`config.mk`:
```
export PLATFORM = sky130hd
export DESIGN_NAME = cpu_step_ctrl
export DESIGN_NICKNAME = d
export VERILOG_FILES = /design/src/rtl/cpu_step_ctrl.sv
export SDC_FILE = /design/constraint.sdc
export NUM_CORES = 1
export LEC_CHECK = 0
export CAP_MARGIN = 20
export CORE_ASPECT_RATIO = 1.4
export CORE_MARGIN = 2
export CORE_UTILIZATION = 52
export CTS_CLUSTER_DIAMETER = 120
export DETAILED_ROUTE_END_ITERATION = 6
export GPL_TIMING_DRIVEN = 0
export HOLD_SLACK_MARGIN = 0.1
export PLACE_DENSITY = 0.83
export RECOVER_POWER = 25
export SYNTH_ARGS = -nofsm -noshare
export SYNTH_HDL_FRONTEND = slang
export SYNTH_SLANG_ARGS = --single-unit
```
`constraint.sdc`:
```
create_clock -name in -period 5.26 [get_ports in]
set_clock_uncertainty 0.2 [all_clocks]
set_input_delay 1.052 -clock in [delete_from_list [all_inputs] [get_ports in]]
set_output_delay 1.052 -clock in [all_outputs]
set_load 0.01 [all_outputs]
```
`src/rtl/cpu_step_ctrl.sv`:
```
// Run/single-step controller: turns a bouncing step button and a run switch
// into a one-cycle tick enable for the CPU, with a sticky halt.
module cpu_step_ctrl #(
    parameter int DEB_CYCLES = 16,
    parameter int DIV_W      = 4
) (
    input  logic             in,
    input  logic             rst,
    input  logic             btn,
    input  logic             run,
    input  logic [DIV_W-1:0] div,
    input  logic             halt,
    output logic             tick,
    output logic             btn_db,
    output logic [1:0]       state,
    output logic [15:0]      step_cnt
);

    localparam int DC_W = (DEB_CYCLES > 2) ? $clog2(DEB_CYCLES) : 1;
    localparam logic [DC_W-1:0] DC_MAX = DC_W'(DEB_CYCLES - 1);

    typedef enum logic [1:0] {
        IDLE = 2'b00,
        RUN  = 2'b01,
        HALT = 2'b10
    } state_e;

    state_e            state_q, state_d;
    logic              s1_q, s1_d, s2_q, s2_d;
    logic              btn_db_q, btn_db_d;
    logic              db_prev_q, db_prev_d;
    logic [DC_W-1:0]   dc_q, dc_d;
    logic [DIV_W-1:0]  rc_q, rc_d;
    logic              tick_q, tick_d;
    logic [15:0]       step_cnt_q, step_cnt_d;

    always_comb begin
        s1_d      = btn;
        s2_d      = s1_q;
        btn_db_d  = btn_db_q;
        dc_d      = dc_q;
        db_prev_d = btn_db_q;

        // Debounce keeps running in every state, including HALT.
        if (s2_q == btn_db_q) begin
            dc_d = '0;
        end else if (dc_q == DC_MAX) begin
            btn_db_d = s2_q;
            dc_d     = '0;
        end else begin
            dc_d = dc_q + 1'b1;
        end

        state_d = state_q;
        if (halt) begin
            state_d = HALT;
        end else begin
            case (state_q)
                IDLE:    if (run)  state_d = RUN;
                RUN:     if (!run) state_d = IDLE;
                default: state_d = HALT;
            endcase
        end

        // Any state change clears the divider and drops a tick due on this edge.
        tick_d = 1'b0;
        rc_d   = '0;
        case (state_q)
            IDLE: begin
                if (state_d == IDLE && btn_db_q && !db_prev_q) tick_d = 1'b1;
            end
            RUN: begin
                if (state_d == RUN) begin
                    if (rc_q == div) begin
                        tick_d = 1'b1;
                    end else begin
                        rc_d = rc_q + 1'b1;
                    end
                end
            end
            default: ;
        endcase

        step_cnt_d = step_cnt_q + {15'b0, tick_d};
    end

    always_ff @(posedge in) begin
        if (rst) begin
            state_q    <= IDLE;
            s1_q       <= 1'b0;
            s2_q       <= 1'b0;
            btn_db_q   <= 1'b0;
            db_prev_q  <= 1'b0;
            dc_q       <= '0;
            rc_q       <= '0;
            tick_q     <= 1'b0;
            step_cnt_q <= '0;
        end else begin
            state_q    <= state_d;
            s1_q       <= s1_d;
            s2_q       <= s2_d;
            btn_db_q   <= btn_db_d;
            db_prev_q  <= db_prev_d;
            dc_q       <= dc_d;
            rc_q       <= rc_d;
            tick_q     <= tick_d;
            step_cnt_q <= step_cnt_d;
        end
    end

    assign tick     = tick_q;
    assign btn_db   = btn_db_q;
    assign state    = state_q;
    assign step_cnt = step_cnt_q;

endmodule

```
; ---- Yosys cells after proc, flatten, opt, wreduce, memory -nomap -nowiden
; Index checks and enable logic that the tools add are counted.
[classes]
bitwise = 3
addsub = 3
reduce_logical = 8
eq_ne = 5
mux = 8
[op_table]
columns = cell, count
row1 = $add 16x1->16, 1
row2 = $add 4x1->4 const B, 2
row3 = $mux 2, 3
row4 = $eq 2x1->1 const B, 2
row5 = $eq 4x4->1, 1
row6 = $eq 4x4->1 const B, 1
row7 = $logic_not 2->1, 2
row8 = $pmux 2 s2, 1
row9 = $reduce_or 4->1, 1
row10 = $mux 1, 3
row11 = $not 1->1, 3
row12 = $reduce_or 3->1, 1
row13 = $logic_and 1x1->1, 2
row14 = $pmux 1 s2, 1
row15 = $reduce_and 2->1, 1
row16 = $eq 1x1->1, 1
row17 = $logic_not 1->1, 1
[totals]
ff_bits = 31
word_cells = 36

; ---- Depth between registers and ports, before layout
[depth]
depth_word = 9
depth_mapped = 10
ltp_nobuf = 10

; ---- Least setup slack after synthesis
; OpenSTA, ideal clock, no wires.
[synth_path]
path_kind = input to register
start = input port div[1]
end = register step_cnt_q[14] (netlist: step_cnt[14])
arrival_ps = 2699
required_time_ps = 4945
setup_slack_ps = 2246
stages = 10
path_cell_list = xor2_1 -> nor4_1 -> a22oi_1 -> nor2_1 -> ha_1 -> ha_1 -> nand4_1 -> nor4_1 -> xnor2_1 -> nor2_1
[synth_between]
elab_chain_len = 5
[synth_rtl]
columns = element, line_no
row1 = from (decl), 11  ; input logic [DIV_W-1:0] div,
row2 = $eq 4x4->1, 74  ; if (rc_q == div) begin
row3 = $mux 1, 74
row4 = $mux 1, 73  ; if (state_d == RUN) begin
row5 = $pmux 1 s2, 68  ; case (state_q)
row6 = via tick_d, 34  ; logic tick_q, tick_d;
row7 = $add 16x1->16, 84  ; step_cnt_d = step_cnt_q + {15'b0, tick_d};
row8 = to (signal assigned), 107  ; step_cnt_q <= step_cnt_d;
row9 = to (decl), 35  ; logic [15:0] step_cnt_q, step_cnt_d;
; The timed path passes the listed nets, and every way through them passes these cells.
; A chain may end at the register's enable or synchronous reset.

; ---- Final worst setup path
[layout_path]
start = input port div[0]
end = register step_cnt_q[14] (netlist: step_cnt[14])
; Same word-level chain as after synthesis.

==> results.ini <==
[run_status]
outcome=finished clean

[floorplanning]
start_util_pct=53.61
die_w_um=45.50
std_cell_rows=21
die_y_um=62.10
dieArea_sq_um=2825
ioPinCount=29
core-area_sq_um=2338

[grt]
grt_pass1_wl_mm=3.967
gr-usage-met2_pct=34.21
busiest_layer=met2
grt_max_degree=11
grt.overflow.total=0
grt.total_usage_pct=19.80
antenna_found_initial=0
use_met3_pct=7.225
use_met1_pct=21.22
grt_pass1_vias=989

[setup_path]
r2r_start=rc_q[0]
worstRegToRegCells=10
regToRegSetupSlack_ns=2.61
crit_required_ns=5.27
crit_start=div[0]
critical_path_class=in2reg
crit_fanout=4
worstSetupStartpointType=primary input
crit_end=step_cnt[14]
r2r_end=step_cnt[14]
critPathCaptureType=flop
worstPathArrival_ns=3.60

[yosys]
synth.most_common_cell=dfxtp_1
seq_area_frac_synth_pct=49.50
yosysTopAreaCell=dfxtp_1
synth.yosys.warnings=0
synthTopCellsByArea=dfxtp_1 (50%), xnor2_1 (8.4%), nor2_1 (7.5%), xor2_1 (7.0%), ha_1 (4.0%)
syn_inst=130
synth_area_sq_um=1254
synth_seq_cells=31
synth-edff-count=0
synthArstFlopShare_pct=0
postSynthAreaPerCell_sq_um=9.644
post_synth_num_cell_types=26
synth_common_cells=dfxtp_1 (31), nor2_1 (25), xnor2_1 (12), xor2_1 (10), nor4_1 (6)
synth_top_area_share_pct=49.50
synth_ff_type=dfxtp_1
syn_nets=143

[power_and_ir_drop]
vdd_drop_max_mv=0.2180
power_w=0.0004481
p_per_area_nw_per_um2=272.3
leakage_nw=0.6002

[timing]
drv_slew=0
hold_viol=0
rsz0062_at_grt=no
period_share_pct=68.29
worst_pin_slew_ns=0.4666
setup_viol=0
max-slew-margin-rel_pct=68.89
period_needed_ns=3.592
fmax_ghz=0.2784
fin_ws_ns=1.668
tns_ns=0

[worst_hold_path]
hold_path_class=reg2reg

[layout]
drive_gt1_share_pct=7.229
diodes=0
fin_area_sq_um=1645
layout.nets=178
syn_to_final_growth_pct=31.24
fin_cells=189

[clocking]
cts_resized=0
clk_pin_slew_ns=0.10
hold_buffers=0
postCtsSetupRepairBufs=0
h-tree-depth=2
cts_buffers=5
insertion_delay_ns=0.33
cts_tree=yes
cts_buffer_depth=2
root_buffer=clkbuf_4
cts.sinks=31

[place]
pre_cts_slack_ns=1.443
place.gp.congestion=0.7390
place_area_sq_um=1563
dp_cells=181
port_buffers=28
dp_hpwl_mm=1.801

[flow_run]
maxCapViolations=0

[drt]
viasPerCell=5.249
drc_errors=0
num_vias=992
routed_wl_mm=2.444
drtIter0Drc=16
detail_route.wl_per_cell_um=12.93
drtAntennaViolNets=0
firstDrtPassIters=3

## where the power goes
group          internal, W  switching, W  leakage, nW   total, W
clock network     0.000112     0.0000824       0.0482   0.000195
logic           0.00000884    0.00000688        0.301  0.0000157
registers         0.000236    0.00000135        0.251   0.000238
total             0.000357     0.0000906        0.600   0.000448
## final cells by class
class | count | area [sq um]
multi-input combinational | 93 | 606.8
timing repair buffer | 28 | 280.3
clock inverter | 2 | 35.03
sequential | 31 | 620.6
tap | 23 | 28.78
inverter | 4 | 15.01
buffer | 2 | 7.507
fill | 191 | 693.2
clock buffer | 6 | 51.30
## worst max-delay path, stage by stage
cell           delay [ns]
dlygate4sd3_1        0.56
xor2_1               0.16
nor4_1               0.34
a22oi_1              0.17
nor2_1               0.14
ha_1                 0.24
ha_1                 0.26
nand4_1              0.15
nor4_1               0.30
xnor2_1              0.16
nor2_1               0.06
## state kept, by name (all words and copies together), names as in the netlist
register / count
btn_db: 1
db_prev_q: 1
dc_q: 4
rc_q: 4
s1_q: 1
s2_q: 1
state: 2
step_cnt: 16
tick: 1
## worst min path at each step
stage	cells past startpoint	slack, ns	from	to
final	1	0.26	dc_q[0]	dc_q[0]
after detailed placement	1	0.25	dc_q[0]	dc_q[0]
after CTS	1	0.26	dc_q[0]	dc_q[0]
after global routing	1	0.28	dc_q[0]	dc_q[0]
after global placement	1	0.23	dc_q[0]	dc_q[0]
after floorplan	1	0.21	s1_q	s2_q
## logic make-up (layout without fill, tap and decap cells)
group,count (synthesis),count (layout),synth area share (%)
adders and majority gates,4,4,3.992
DFF,31,31,49.50
buffers and inverters,6,42,2.095
muxes,1,1,0.7984
and+or+nand+nor,63,63,26.85
xor gates and xnor gates,22,22,15.37
AOI/OAI and AO/OA,3,3,1.397
## cells in the final DEF, fill, tap and decap left out, types with 2 or more instances in the layout
| cell type | count |
|---|---|
| dlygate4sd3_1 | 2 |
| clkbuf_4 | 5 |
| xor2_1 | 10 |
| clkbuf_1 | 2 |
| nor4_1 | 6 |
| inv_1 | 4 |
| and3_1 | 2 |
| dfxtp_1 | 31 |
| nand3_1 | 5 |
| clkdlybuf4s50_1 | 26 |
| nand2_1 | 4 |
| nor2b_1 | 5 |
| nor2_1 | 25 |
| ha_1 | 4 |
| nand4_1 | 4 |
| xnor2_1 | 12 |
| nor3_1 | 5 |
## stage by stage
| stage | utilization, % | hold slack [ns] |
|---|---|---|
| after floorplan | - | 0.2138 |
| after global placement | 66.83 | 0.2338 |
| after detailed placement | 66.83 | 0.2464 |
| after CTS | 70.52 | 0.2639 |
| after global routing | 70.36 | 0.2820 |
| final | 70.36 | 0.2594 |
## metal layers
layer	part of all wire [%]	wire length (um)
met2	49	1197
met1	43	1063
met4	2.0	48
met3	5.6	136
met5	0	0
(Power assumes the default switching activity.)
